### config.mk
export PLATFORM = sky130hd
export DESIGN_NAME = dma_burst_engine
export DESIGN_NICKNAME = d
export VERILOG_FILES = /design/src/rtl/dma_burst_engine.sv
export SDC_FILE = /design/constraint.sdc
export NUM_CORES = 1
export LEC_CHECK = 0
export CORE_AREA = 2 2 252 254
export DETAILED_ROUTE_END_ITERATION = 8
export DIE_AREA = 0 0 254 256
export REMOVE_ABC_BUFFERS = 1
export SYNTH_ARGS = -nofsm -noshare
export SYNTH_HDL_FRONTEND = slang
export SYNTH_SLANG_ARGS = --single-unit
### constraint.sdc
create_clock -name clk -period 8.6 [get_ports clk]
set_clock_uncertainty 0.15 [all_clocks]
set_input_delay 1.72 -clock clk [delete_from_list [all_inputs] [get_ports clk]]
set_output_delay 1.72 -clock clk [all_outputs]
set_load 0.02 [all_outputs]
### src/rtl/dma_burst_engine.sv
// Single-shot DMA between DDR (AXI4 master) and SPM, split into INCR bursts that never cross 4 KiB.
// Reads stream R beats straight into SPM; writes prefetch SPM words through a 2-entry FIFO.
module dma_burst_engine #(
  parameter int AXI_ADDR_WIDTH = 64,
  parameter int AXI_DATA_WIDTH = 64,
  parameter int SPM_ADDR_WIDTH = 16,
  parameter int MAX_BURST_LEN  = 16
) (
  input  logic                        clk,
  input  logic                        rst,
  input  logic                        axi_rd_start,
  input  logic                        axi_wr_start,
  input  logic [10:0]                 poly_id_i,
  input  logic [63:0]                 base_addr,
  input  logic [63:0]                 data_ptr,
  input  logic [31:0]                 data_size_bytes,
  output logic                        axi_rd_done,
  output logic                        axi_wr_done,
  output logic [10:0]                 poly_id_o,
  output logic                        dma_err,
  output logic [AXI_ADDR_WIDTH-1:0]   m_araddr,
  output logic [7:0]                  m_arlen,
  output logic [2:0]                  m_arsize,
  output logic [1:0]                  m_arburst,
  output logic                        m_arvalid,
  input  logic                        m_arready,
  input  logic [AXI_DATA_WIDTH-1:0]   m_rdata,
  input  logic [1:0]                  m_rresp,
  input  logic                        m_rlast,
  input  logic                        m_rvalid,
  output logic                        m_rready,
  output logic [AXI_ADDR_WIDTH-1:0]   m_awaddr,
  output logic [7:0]                  m_awlen,
  output logic [2:0]                  m_awsize,
  output logic [1:0]                  m_awburst,
  output logic                        m_awvalid,
  input  logic                        m_awready,
  output logic [AXI_DATA_WIDTH-1:0]   m_wdata,
  output logic [AXI_DATA_WIDTH/8-1:0] m_wstrb,
  output logic                        m_wlast,
  output logic                        m_wvalid,
  input  logic                        m_wready,
  input  logic [1:0]                  m_bresp,
  input  logic                        m_bvalid,
  output logic                        m_bready,
  output logic [SPM_ADDR_WIDTH-1:0]   spm_addr,
  output logic                        spm_we,
  output logic [AXI_DATA_WIDTH-1:0]   spm_wdata,
  output logic                        spm_re,
  input  logic [AXI_DATA_WIDTH-1:0]   spm_rdata
);
  localparam int BPB = AXI_DATA_WIDTH / 8;
  localparam int SZ  = $clog2(BPB);
  localparam logic [31:0] MAX_LEN = 32'(MAX_BURST_LEN);
  localparam logic [AXI_ADDR_WIDTH-1:0] AMASK = AXI_ADDR_WIDTH'(BPB - 1);

  localparam logic [2:0] IDLE    = 3'd0;
  localparam logic [2:0] RD_AR   = 3'd1;
  localparam logic [2:0] RD_DATA = 3'd2;
  localparam logic [2:0] WR_AW   = 3'd3;
  localparam logic [2:0] WR_DATA = 3'd4;
  localparam logic [2:0] WR_RESP = 3'd5;

  logic [2:0]                state;
  logic [AXI_ADDR_WIDTH-1:0] ddr_addr;
  logic [SPM_ADDR_WIDTH-1:0] spm_ptr;
  logic [31:0]               remaining;
  logic [31:0]               beats_in;
  logic [31:0]               to_bound;
  logic [31:0]               burst_len;
  logic [8:0]                cur_len;
  logic [8:0]                rd_cnt;
  logic [8:0]                w_cnt;
  logic [10:0]               tag;
  logic                      w_fire;

  logic [AXI_DATA_WIDTH-1:0] fifo_mem [2];
  logic                      fifo_wp;
  logic                      fifo_rp;
  logic [1:0]                fifo_cnt;
  logic                      rd_pend;

  logic unused_ok;
  assign unused_ok = ^base_addr[63:SPM_ADDR_WIDTH];

  assign beats_in = data_size_bytes >> SZ;

  always_comb begin
    to_bound  = (32'd4096 - {20'd0, ddr_addr[11:0]}) >> SZ;
    burst_len = remaining;
    if (burst_len > MAX_LEN)  burst_len = MAX_LEN;
    if (burst_len > to_bound) burst_len = to_bound;
  end

  assign m_araddr  = ddr_addr;
  assign m_arlen   = 8'(burst_len - 32'd1);
  assign m_arsize  = 3'(SZ);
  assign m_arburst = 2'b01;
  assign m_arvalid = (state == RD_AR);
  assign m_rready  = (state == RD_DATA);

  assign m_awaddr  = ddr_addr;
  assign m_awlen   = 8'(burst_len - 32'd1);
  assign m_awsize  = 3'(SZ);
  assign m_awburst = 2'b01;
  assign m_awvalid = (state == WR_AW);
  assign m_bready  = (state == WR_RESP);

  assign m_wvalid = (fifo_cnt != 2'd0);
  assign m_wdata  = fifo_mem[fifo_rp];
  assign m_wstrb  = '1;
  assign m_wlast  = m_wvalid && (w_cnt == cur_len - 9'd1);
  assign w_fire   = m_wvalid && m_wready;

  // Occupancy counts the beat leaving this cycle so a full-rate wready sees no bubbles.
  assign spm_re    = (state == WR_DATA) && (rd_cnt < cur_len) &&
                     ((3'(fifo_cnt) + 3'(rd_pend) - 3'(w_fire)) < 3'd2);
  assign spm_we    = (state == RD_DATA) && m_rvalid;
  assign spm_wdata = m_rdata;
  assign spm_addr  = spm_ptr;

  always_ff @(posedge clk or posedge rst) begin
    if (rst) begin
      state       <= IDLE;
      ddr_addr    <= '0;
      spm_ptr     <= '0;
      remaining   <= '0;
      cur_len     <= '0;
      rd_cnt      <= '0;
      w_cnt       <= '0;
      tag         <= '0;
      axi_rd_done <= 1'b0;
      axi_wr_done <= 1'b0;
      poly_id_o   <= '0;
      dma_err     <= 1'b0;
    end else begin
      if (spm_re) begin
        spm_ptr <= spm_ptr + SPM_ADDR_WIDTH'(1);
        rd_cnt  <= rd_cnt + 9'd1;
      end
      if (w_fire) w_cnt <= w_cnt + 9'd1;
      case (state)
        IDLE: begin
          if (axi_rd_start || axi_wr_start) begin
            ddr_addr  <= data_ptr[AXI_ADDR_WIDTH-1:0] & ~AMASK;
            spm_ptr   <= base_addr[SPM_ADDR_WIDTH-1:0];
            remaining <= beats_in;
            dma_err   <= 1'b0;
          end
          if (axi_rd_start) begin
            tag <= poly_id_i;
            if (beats_in == 32'd0) begin
              axi_rd_done <= 1'b1;
              poly_id_o   <= poly_id_i;
            end else begin
              axi_rd_done <= 1'b0;
              state       <= RD_AR;
            end
          end else if (axi_wr_start) begin
            if (beats_in == 32'd0) begin
              axi_wr_done <= 1'b1;
            end else begin
              axi_wr_done <= 1'b0;
              state       <= WR_AW;
            end
          end
        end
        RD_AR: if (m_arready) begin
          ddr_addr  <= ddr_addr + AXI_ADDR_WIDTH'(burst_len << SZ);
          remaining <= remaining - burst_len;
          state     <= RD_DATA;
        end
        RD_DATA: if (m_rvalid) begin
          spm_ptr <= spm_ptr + SPM_ADDR_WIDTH'(1);
          if (m_rresp != 2'b00) dma_err <= 1'b1;
          if (m_rlast) begin
            if (remaining == 32'd0) begin
              state       <= IDLE;
              axi_rd_done <= 1'b1;
              poly_id_o   <= tag;
            end else begin
              state <= RD_AR;
            end
          end
        end
        WR_AW: if (m_awready) begin
          ddr_addr  <= ddr_addr + AXI_ADDR_WIDTH'(burst_len << SZ);
          remaining <= remaining - burst_len;
          cur_len   <= 9'(burst_len);
          rd_cnt    <= '0;
          w_cnt     <= '0;
          state     <= WR_DATA;
        end
        WR_DATA: if (w_fire && m_wlast) state <= WR_RESP;
        WR_RESP: if (m_bvalid) begin
          if (m_bresp != 2'b00) dma_err <= 1'b1;
          if (remaining == 32'd0) begin
            state       <= IDLE;
            axi_wr_done <= 1'b1;
          end else begin
            state <= WR_AW;
          end
        end
        default: state <= IDLE;
      endcase
    end
  end

  // SPM data lands one cycle after spm_re, tracked by rd_pend.
  always_ff @(posedge clk or posedge rst) begin
    if (rst) begin
      fifo_wp  <= 1'b0;
      fifo_rp  <= 1'b0;
      fifo_cnt <= '0;
      rd_pend  <= 1'b0;
    end else begin
      rd_pend <= spm_re;
      if (rd_pend) fifo_wp <= ~fifo_wp;
      if (w_fire)  fifo_rp <= ~fifo_rp;
      fifo_cnt <= fifo_cnt + 2'(rd_pend) - 2'(w_fire);
    end
  end

  always_ff @(posedge clk) begin
    if (rd_pend) fifo_mem[fifo_wp] <= spm_rdata;
  end
endmodule
# [Word level (Yosys, flattened, before mapping)]
# Memory sizes are Yosys's and may differ from the RTL's.
# Index checks and enable logic that the tools add are counted.
[totals] inputBits=313 register_bits=172 ramBits=128 memories=1 output_inout_bits=328 word_cells=140
[op_classes] muxes=57 n_eq_ne=23 reduce_logical=25 addsub=12 n_lt_le_gt_ge=4 bitwise_logic=2
[memory_table] name="fifo_mem" words=2 width=64 read_ports=1 rd_clocked_by_memory_dff=0 wr=1 line_no="77" text="logic [AXI_DATA_WIDTH-1:0] fifo_mem [2];"
[op_table] operator="two-way mux 64 bit" count=3
[op_table] operator="one-hot mux 64 bit (3 select lines)" count=1
[op_table] operator="two-way mux 32 bit" count=5
[op_table] operator="one-hot mux 32 bit (3 select lines)" count=1
[op_table] operator="adder 64 x 35 -> 64 bit" count=1
[op_table] operator="logical NOT 32 bit" count=2
[op_table] operator="two-way mux 11 bit" count=5
[op_table] operator="two-way mux 9 bit" count=6
[op_table] operator="two-way mux 16 bit" count=3
[op_table] operator="greater-than comparator 32 x 29 -> 1 bit" count=1
[op_table] operator="greater-than comparator 32 x 5 -> 1 bit (second input constant)" count=1
[op_table] operator="one-hot mux 16 bit (2 select lines)" count=1
[op_table] operator="subtractor 32 bit" count=1
[op_table] operator="two-way mux 3 bit" count=10
[op_table] operator="one-hot mux 11 bit (2 select lines)" count=1
[op_table] operator="adder 9 x 1 -> 9 bit (second input constant)" count=2
[op_table] operator="inequality test 2 bit (second input constant)" count=9
[op_table] operator="one-hot mux 3 bit (6 select lines)" count=1
[op_table] operator="adder 16 x 1 -> 16 bit (second input constant)" count=1
[op_table] operator="two-way mux 1 bit" count=16
[op_table] operator="inequality test 2 x 1 -> 1 bit (second input constant)" count=7
[op_table] operator="subtractor 13 x 12 -> 14 bit (first input constant)" count=1
[op_table] operator="AND reduction 6 bit" count=2
[op_table] operator="AND reduction 5 bit" count=2
[op_table] operator="other kinds (25)" count=40

# [Depth between registers and ports, before layout]
# Gate-level depths: netlist (run 1).
[logic_depth] depth_word=8 depth_mapped=27 mapped_depth_nobuf=26

# [Worst setup path before layout (run 1)]
# No wires, ideal clock.
[synth_timing] path_type="register -> register" startpoint="register ddr_addr[5] (netlist: m_araddr[5])" endpoint="register remaining[30]" period_less_slack_ps=6333 n_path_buf=1 path_stages_with_launch=24 setup_slack_ps=2267 setup_time_ps=83 arrival_ps=6101 required_ps=8367 cell_sequence="dfrtp_1 > or4_1 > or4_1 > xnor2_1 > ha_1 > nand2_1 > o32ai_1 > a31oi_1 > clkbuf_1 > nor2_1 > a21oi_1 > inv_1 > ha_1 > fa_1 > nor2b_1 > o2111ai_1 > and3_1 > or4_1 > a311oi_1 > a21oi_1 > a21oi_1 > a311oi_1 > xor2_1 > o21ai_0"
[synth_via] elab_chain_len=6 word_cells_on_any_way=7 cone_classes="add/sub: 2; order compare: 1; mux: 4"
[synth_lines] element="start: declaration" line_no="65" text="logic [AXI_ADDR_WIDTH-1:0] ddr_addr;"
[synth_lines] element="start signal: assignment" line_no="145" text="ddr_addr <= data_ptr[AXI_ADDR_WIDTH-1:0] & ~AMASK;"
[synth_lines] element="start signal: assignment" line_no="169" text="ddr_addr <= ddr_addr + AXI_ADDR_WIDTH'(burst_len << SZ);"
[synth_lines] element="start signal: assignment" line_no="187" text="ddr_addr <= ddr_addr + AXI_ADDR_WIDTH'(burst_len << SZ);"
[synth_lines] element="subtractor 13 x 12 -> 14 bit (*)" line_no="89" text="to_bound = (32'd4096 - {20'd0, ddr_addr[11:0]}) >> SZ;"
[synth_lines] element="greater-than comparator 32 x 29 -> 1 bit (*)" line_no="92" text="if (burst_len > to_bound) burst_len = to_bound;"
[synth_lines] element="two-way mux 32 bit (*)" line_no="92"
[synth_lines] element="named net burst_len[0]" line_no="70" text="logic [31:0] burst_len;"
[synth_lines] element="subtractor 32 bit (*)" line_no="170, 188"
[synth_lines] element="two-way mux 32 bit (on tied branches)" line_no="186, 168"
[synth_lines] element="one-hot mux 32 bit (3 select lines) (*)" line_no="142" text="case (state)"
[synth_lines] element="end signal: assignment" line_no="147" text="remaining <= beats_in;"
[synth_lines] element="end signal: assignment" line_no="170" text="remaining <= remaining - burst_len;"
[synth_lines] element="end signal: assignment" line_no="188" text="remaining <= remaining - burst_len;"
[synth_lines] element="end: declaration" line_no="67" text="logic [31:0] remaining;"
# Mark *: on every way through the listed nets, which the timed path passes. The rest lies on a longest branch. The select of a mux whose other input is x is not followed.
# A chain may end at the register's enable or synchronous reset.

# [Worst setup path after layout (run 1)]
[layout_timing] startpoint="register remaining[19]" endpoint="output port m_awlen[6]"
[layout_via] elab_chain_len=5
[layout_lines] element="greater-than comparator 32 x 5 -> 1 bit" line_no="91" text="if (burst_len > MAX_LEN) burst_len = MAX_LEN;"
[layout_lines] element="two-way mux 32 bit (*)" line_no="91"
[layout_lines] element="greater-than comparator 32 x 29 -> 1 bit" line_no="92"
[layout_lines] element="two-way mux 32 bit (*)" line_no="92"
[layout_lines] element="subtractor 8 x 1 -> 8 bit (*)" line_no="103" text="assign m_awlen = 8'(burst_len - 32'd1);"
[layout_lines] element="end: declaration" line_no="33" text="output logic [7:0] m_awlen,"
# Mark *: on every way between the ends. The rest lies on a longest branch, timed or not.

==> results of run 1 <==
## final cells by class
class / instances / area (µm²)
Clock buffer: 46 / 991
Clock inverter: 22 / 248
Fill cell: 6250 / 38600
Inverter: 55 / 211
Multi-Input combinational cell: 1323 / 8700
Sequential cell: 297 / 8070
Tap cell: 846 / 1060
Timing Repair Buffer: 457 / 4520
## cell families after synthesis
kind of cell | after synthesis
xor gates and xnor gates | 94
buffers and inverters | 288
other | 2
adders and majority gates | 93
and+or+nand+nor | 509
DFF | 297
AOI/OAI and AO/OA | 453
muxes | 102
## flip-flops by register name, indices dropped and copies added, names as in the netlist
| signal | flops |
|---|---|
| state | 3 |
| spm_addr | 16 |
| rd_cnt | 9 |
| fifo_cnt | 2 |
| tag | 11 |
| fifo_rp | 1 |
| axi_rd_done | 1 |
| cur_len | 9 |
| w_cnt | 9 |
| dma_err | 1 |
| m_araddr | 61 |
| rd_pend | 1 |
| poly_id_o | 11 |
| fifo_wp | 1 |
| axi_wr_done | 1 |
| fifo_mem | 128 |
| remaining | 32 |
## how the worst max path moves through the flow
stage | from | to | slack, ns | cells past startpoint
finish | remaining[19]$_DFFE_PP0P_ | m_awlen[6] | 1.19 | 16
global route | remaining[19]$_DFFE_PP0P_ | m_araddr[43]$_DFFE_PP0P_ | 0.83 | 27
CTS | remaining[19]$_DFFE_PP0P_ | m_awlen[6] | 1.28 | 16
detailed placement | remaining[19]$_DFFE_PP0P_ | m_araddr[43]$_DFFE_PP0P_ | 1.45 | 26
global placement | remaining[19]$_DFFE_PP0P_ | m_araddr[43]$_DFFE_PP0P_ | 1.44 | 26
floorplan | m_awready | m_araddr[39]$_DFFE_PP0P_ | 0.25 | 6
## through the flow
stage | setup WS [ns] | hold WS, ns | area (µm²) | util | std cells
final | 1.19 | 0.332 | 23800 | 0.381 | 3046
after global placement | 1.44 | 0.315 | 22600 | 0.362 | 2978
after CTS | 1.28 | 0.338 | 23800 | 0.381 | 3046
after detailed placement | 1.45 | 0.325 | 22600 | 0.362 | 2978
after global routing | 0.826 | 0.355 | 23800 | 0.381 | 3046
after floorplan | 0.253 | 0.304 | 16900 | - | 1675
## layout by cell type (no fill, tap or decap), types with 23 or more instances in the layout
master / netlist / layout
clkdlybuf4s50_1: 0 / 434
dfrtp_1: 169 / 168
nand2_1: 144 / 143
a21oi_1: 137 / 136
edfxtp_1: 128 / 128
nor2_1: 126 / 122
o21ai_0: 92 / 91
ha_1: 90 / 90
mux2_2: 77 / 77
conb_1: 2 / 72
nand3_1: 59 / 59
o22ai_1: 57 / 57
xnor2_1: 55 / 55
inv_1: 55 / 54
xor2_1: 39 / 39
clkbuf_16: 0 / 38
a21o_1: 37 / 37
nor3_1: 33 / 33
and3_1: 29 / 29
mux2i_1: 25 / 25
nand4_1: 25 / 25
buf_4: 157 / 23
## power by group
part	leakage, nW	switching (W)	internal [W]
registers	3.17	0.000535	0.00192
clock network	0.612	0.000657	0.000950
logic	5.68	0.00335	0.00253
## layer usage
metal / up-vias / track usage
met5: - / 0.0436
met4: 22 / 0.0459
met3: 95 / 0.0842
met2: 750 / 0.293
met1: 7457 / 0.248
li1: 7157 / -
## critical path, delay by kind of cell (launching register included)
family / cells / cell delay (ns)
buffers and inverters: 2 / 0.93
adder cells (fa/ha/maj): 2 / 0.62
multiplexers: 1 / 0.61
flip-flops: 1 / 0.41
AND/OR/NAND/NOR: 6 / 1.59
XOR/XNOR: 1 / 0.38
AO/OA/AOI/OAI: 4 / 0.45
==> out/qor.csv, run 1 <==
stage;metric;value;unit
run_status;status;finished clean;
floorplan;core_area;0.0624;mm²
global_route;grt_max_degree;70;
global_route;antenna_found_initial;8;
hold_path;holdPathEnd;poly_id_o[7]$_DFFE_PP0P_;
synthesis;synth_common_cells;dfrtp_1, buf_4, nand2_1, a21oi_1, edfxtp_1;
setup_path;r2r-start;remaining[19]$_DFFE_PP0P_;
setup_path;worstPathRequired;6.73;ns
synthesis;synth.most_common_cell;dfrtp_1;
global_route;overflow;0;
synthesis;synthFlopType;dfrtp_1;
setup_path;start_kind;flop;
place;gp_congestion;0.921;
drt;num_vias;15481;
setup_path;worstSetupPathType;reg -> out;
setup_path;r2r_slack;1.30;ns
place;dp_hpwl;48500;µm
synthesis;yosysWarnings;0;
timing;max_slew_margin;0.347;
timing;finalMaxSlewViolations;0;
job;maxCapViolations;0;
synthesis;synth.distinct_cells;73;
clock_tree;hold_buffers;0;
synthesis;synth-seq-cells;297;
floorplan;fp.dieW;254;µm
synthesis;syn_area;0.0181;mm²
clock_tree;cts_tree;yes;
synthesis;yosysTopAreaCellShare;0.233;
global_route;grt_first_pass_wirelength;96200;µm
synthesis;synthSimpleGateAreaFrac;0.134;
setup_path;reg2reg_to;m_araddr[43]$_DFFE_PP0P_;
drt;met1_length;27600;µm
timing;finalCriticalPeriod;7.41;ns
floorplan;ios;641;
global_route;grt_pass1_vias;15430;
synthesis;seq_area_frac_synth;0.445;
setup_path;cp.arrival;5.54;ns
setup_path;crit_path_end_kind;output port;
drt;met3WireLength;7670;µm
setup_path;cp_cell_sequence;nor4_1 > nand4_1 > nor3_1 > nand2_1 > ha_1 > nor2b_1 > o21a_1 > o21a_1 > o21bai_1 > a31oi_1 > buf_4 > mux2i_1 > ha_1 > nand2_1 > xnor2_1 > clkdlybuf4s50_1;
synthesis;synth_compound_gate_area_share;0.155;
drt;routed-wl-met2;28000;µm
drt;wirelength;65000;µm
global_route;grtUsageTotal;0.193;
clock_tree;clkLatencyLatePin;0.55;ns
floorplan;fp.dieH;256;µm
clock_tree;cts.sinks;297;
floorplan;fp-row-count;92;
clock_tree;clock_path_buffers;3;
layout;syn2layout_area_growth;31.3;%
timing;hold_viol;0;
pwr;total_power;0.00995;W
layout;final_nets;2577;
setup_path;slowest_delay;0.70;ns
timing;setup_violations;0;
clock_tree;cts_setup_buffers;0;
setup_path;cp_slowest_cell;clkdlybuf4s50_1;
synthesis;synth_edf_count;128;
synthesis;synth_top_family_by_area;compound AO/OA/AOI/OAI gates;
synthesis;synthArstFlopShare;0.569;
drt;dr.pass1.iters;6;
synthesis;synth_area_leader_cell;dfrtp_1;
timing;rsz0062_at_grt;no;
synthesis;synth-xor-area-share;0.0454;
drt;drc;0;
hold_path;hp-class;reg -> reg;
synthesis;synth.avg_cell_area;9.86;µm²
clock_tree;cts.repair.resized;0;
synthesis;synth.area.mux_share;0.0616;
place;io_buffers;434;
setup_path;crit_fanout;16;
drt;via_per_inst;5.08;
synthesis;synth.area.top_cells;dfrtp_1, edfxtp_1, buf_4, ha_1, mux2_2;
clock_tree;numCtsBuffers;37;
hold_path;hold_path_startpoint;poly_id_o[7]$_DFFE_PP0P_;
timing;fmax;135;MHz
timing;final.setup.tns;0;ns
setup_path;reg2reg_depth;27;
pwr;max-vdd-ir-drop;0.338;mV
layout;drive_gt1_frac;0.0827;
floorplan;start_util;0.290;
floorplan;dieArea;0.0650;mm²
drt;drt_iter0_drc;946;
drt;post_drt_wl_per_cell;21.3;µm
clock_tree;clk_pin_slew;0.06;ns
drt;ant_nets;0;
pwr;p_leak;9.46;nW
clock_tree;htree_levels;2;
pwr;p_per_area;418;mW/mm²
hold_path;min_path_cells;2;
synthesis;syn_inst;1838;
clock_tree;root_buffer;clkbuf_16;
synthesis;synthAdderAreaFrac;0.0654;
layout;n_antenna_cell;0;
timing;worstMarginPinSlew;0.979;ns
timing;timing.final.crit_share;0.862;
drt;dr.max_layer_used;met5;
(Power assumes the default switching activity.)
==> run 2, diff against run 1 <==
--- a/config.mk
+++ b/config.mk
@@ -6,8 +6,10 @@
 export NUM_CORES = 1
 export LEC_CHECK = 0
 export CORE_AREA = 2 2 252 254
+export CTS_CLUSTER_DIAMETER = 50
 export DETAILED_ROUTE_END_ITERATION = 8
 export DIE_AREA = 0 0 254 256
+export GPL_TIMING_DRIVEN = 0
 export REMOVE_ABC_BUFFERS = 1
 export SYNTH_ARGS = -nofsm -noshare
 export SYNTH_HDL_FRONTEND = slang
==> constraint.sdc (replaced) <==
create_clock -name clk -period 8.6 [get_ports clk]
set_clock_uncertainty 0.15 [all_clocks]
set_input_delay 1.72 -clock clk [delete_from_list [all_inputs] [get_ports clk]]
set_output_delay 1.72 -clock clk [all_outputs]
set_load 0.05 [all_outputs]
==> out/qor.csv, run 2 (synthesis gave the netlist of run 1 again) <==
stage;metric;value;unit
setup_path;crit_fanout;16;
layout;drive_gt1_frac;0.0903;
timing;timing.final.crit_share;0.918;
timing;worstMarginPinSlew;1.27;ns
drt;wirelength;66100;µm
layout;largest_reg_flops;128;
layout;syn2layout_area_growth;34.2;%
run_status;status;finished clean;
clock_tree;root_buffer;clkbuf_16;
global_route;antenna_found_initial;7;
timing;finalMaxSlewViolations;0;
global_route;overflow;0;
layout;instances_no_fill;3061;
floorplan;core_area;0.0624;mm²
setup_path;cp.arrival;6.03;ns
place;dp_hpwl;49800;µm
pwr;max-vdd-ir-drop;0.393;mV
drt;dr.pass1.iters;7;
setup_path;crit_start;remaining[5]$_DFFE_PP0P_;
setup_path;r2r-start;remaining[5]$_DFFE_PP0P_;
drt;drt_iter0_drc;918;
layout;final_common_cell;clkdlybuf4s50_1;
layout;multi_input_area;0.00873;mm²
layout;regMostFlops;fifo_mem;
setup_path;start_kind;flop;
clock_tree;hold_buffers;0;
hold_path;hp-class;reg -> reg;
pwr;p_leak;9.63;nW
setup_path;crit_path_end_kind;output port;
layout;fillCellCount;6192;
clock_tree;cts_setup_buffers;0;
layout;layout_common_cells;clkdlybuf4s50_1, dfrtp_1, nand2_1, a21oi_1, edfxtp_1;
pwr;switching_share;0.512;
job;maxCapViolations;0;
setup_path;reg2reg_depth;23;
timing;max_slew_margin;0.146;
global_route;grt_first_pass_wirelength;98000;µm
drt;ant_nets;0;
clock_tree;htree_levels;2;
pwr;clkPwrFrac;0.163;
setup_path;reg2reg_to;m_araddr[48]$_DFFE_PP0P_;
setup_path;worstPathRequired;6.73;ns
drt;post_drt_wl_per_cell;21.6;µm
pwr;p_int;0.00564;W
setup_path;r2r_slack;0.82;ns
place;gp_congestion;0.871;
timing;hold_viol;0;
drt;via_per_inst;5.07;
timing;finalCriticalPeriod;7.90;ns
floorplan;fp.dieH;256;µm
pwr;p_per_area;475;mW/mm²
timing;setup_violations;0;
drt;drc;0;
clock_tree;cts.sinks;297;
clock_tree;clkLatencyLatePin;0.58;ns
floorplan;ios;641;
timing;rsz0062_at_grt;no;
clock_tree;cts_tree;yes;
global_route;grtUsageTotal;0.197;
hold_path;min_path_cells;2;
clock_tree;numCtsBuffers;48;
pwr;p_sw;0.00592;W
pwr;power_frac_seq;0.217;
setup_path;cp-endpoint;m_awlen[6];
floorplan;start_util;0.290;
floorplan;fp.dieW;254;µm
floorplan;dieArea;0.0650;mm²
drt;num_vias;15511;
global_route;grt_max_degree;104;
clock_tree;clk_pin_slew;0.06;ns
setup_path;worstSetupPathType;reg -> out;
global_route;grt_pass1_vias;15675;
place;io_buffers;434;
layout;seqCellArea;0.00808;mm²
pwr;comb_power_share;0.620;
layout;final_nets;2581;
timing;fin_ws;0.702;ns
floorplan;fp-row-count;92;
timing;fmax;127;MHz
clock_tree;clock_path_buffers;3;
place;preCtsSetupSlack;0.582;ns
place;dp_cells;2971;
[run 2: cell count changes in the layout (fill, tap and decap cells not counted), moves of 5 or more]
cell | previous run | this run
buf_16 | 0 | 6
clkinv_2 | 10 | 3
clkbuf_16 | 38 | 48
inv_6 | 2 | 7
clkinvlp_4 | 1 | 10
buf_12 | 0 | 6
buf_4 | 23 | 2
[run 2: cell type report]
type / count / share of cell area
antenna: 1 / 0.000103
clock buffer: 55 / 0.0513
clock inverter: 34 / 0.0129
inverter: 55 / 0.00880
multi-input combinational: 1323 / 0.359
sequential: 297 / 0.332
tap: 846 / 0.0435
timing repair buffer: 450 / 0.192
[run 2: how the worst min path moves through the flow]
stage | slack [ns] | endpoint | from
2_1_floorplan | 0.30 | fifo_wp$_DFFE_PP0P_ | fifo_wp$_DFFE_PP0P_
3_3_place_gp | 0.31 | poly_id_o[3]$_DFFE_PP0P_ | poly_id_o[3]$_DFFE_PP0P_
3_5_place_dp | 0.32 | axi_rd_done$_DFFE_PP0P_ | axi_rd_done$_DFFE_PP0P_
4_1_cts | 0.33 | axi_rd_done$_DFFE_PP0P_ | axi_rd_done$_DFFE_PP0P_
5_1_grt | 0.36 | fifo_wp$_DFFE_PP0P_ | rd_pend$_DFF_PP0_
6_report | 0.33 | poly_id_o[10]$_DFFE_PP0P_ | poly_id_o[10]$_DFFE_PP0P_
[run 2: critical path: stages (launching register included)]
cell and delay, ns:
dfrtp_1 0.43, nor4_1 0.37, nand4_1 0.30, nor3_1 0.45, nand2_1 0.14, ha_1 0.20, nor2b_1 0.11, o21a_1 0.12
o21a_1 0.11, o21bai_1 0.08, a31oi_2 0.63, mux2i_1 0.68, ha_1 0.41, nand2_1 0.10, xnor2_1 0.39, clkdlybuf4s50_1 0.90
[run 2: per-layer routing]
metal / track usage / vias up / wire length, µm / share of wire
met5: 0.0286 / - / 318 / 0.0048
met4: 0.0554 / 18 / 1530 / 0.023
met3: 0.0888 / 109 / 7950 / 0.12
met2: 0.302 / 711 / 28700 / 0.43
met1: 0.246 / 7486 / 27600 / 0.42
li1: - / 7187 / - / -
[run 2: repair_timing]
item | CTS | global route
setup endpoints to repair | 0 | 2
hold endpoints to repair | 0 | 0
gates resized for setup | 0 | 1
[run 2: through the flow]
stage	instance area (µm²)	utilization	total power [W]	hold slack, ns	TNS (ns)
floorplan	16900	-	0.00721	0.304	-0.702
global placement	22300	0.358	0.00948	0.313	-805.82
detailed placement	22700	0.365	0.00966	0.322	0
CTS	24300	0.390	0.0116	0.335	0
global route	24300	0.390	0.0123	0.357	0
finish	24300	0.390	0.0116	0.330	0
[run 2: power by group through the flow]
| stage | combinational, W | clock, W | sequential (W) |
|---|---|---|---|
| floorplan | 0.00366 | 0 | 0.00355 |
| global placement | 0.00696 | 0 | 0.00252 |
| detailed placement | 0.00713 | 0 | 0.00253 |
| CTS | 0.00717 | 0.00193 | 0.00251 |
| global route | 0.00769 | 0.00199 | 0.00259 |
| finish | 0.00717 | 0.00188 | 0.00251 |
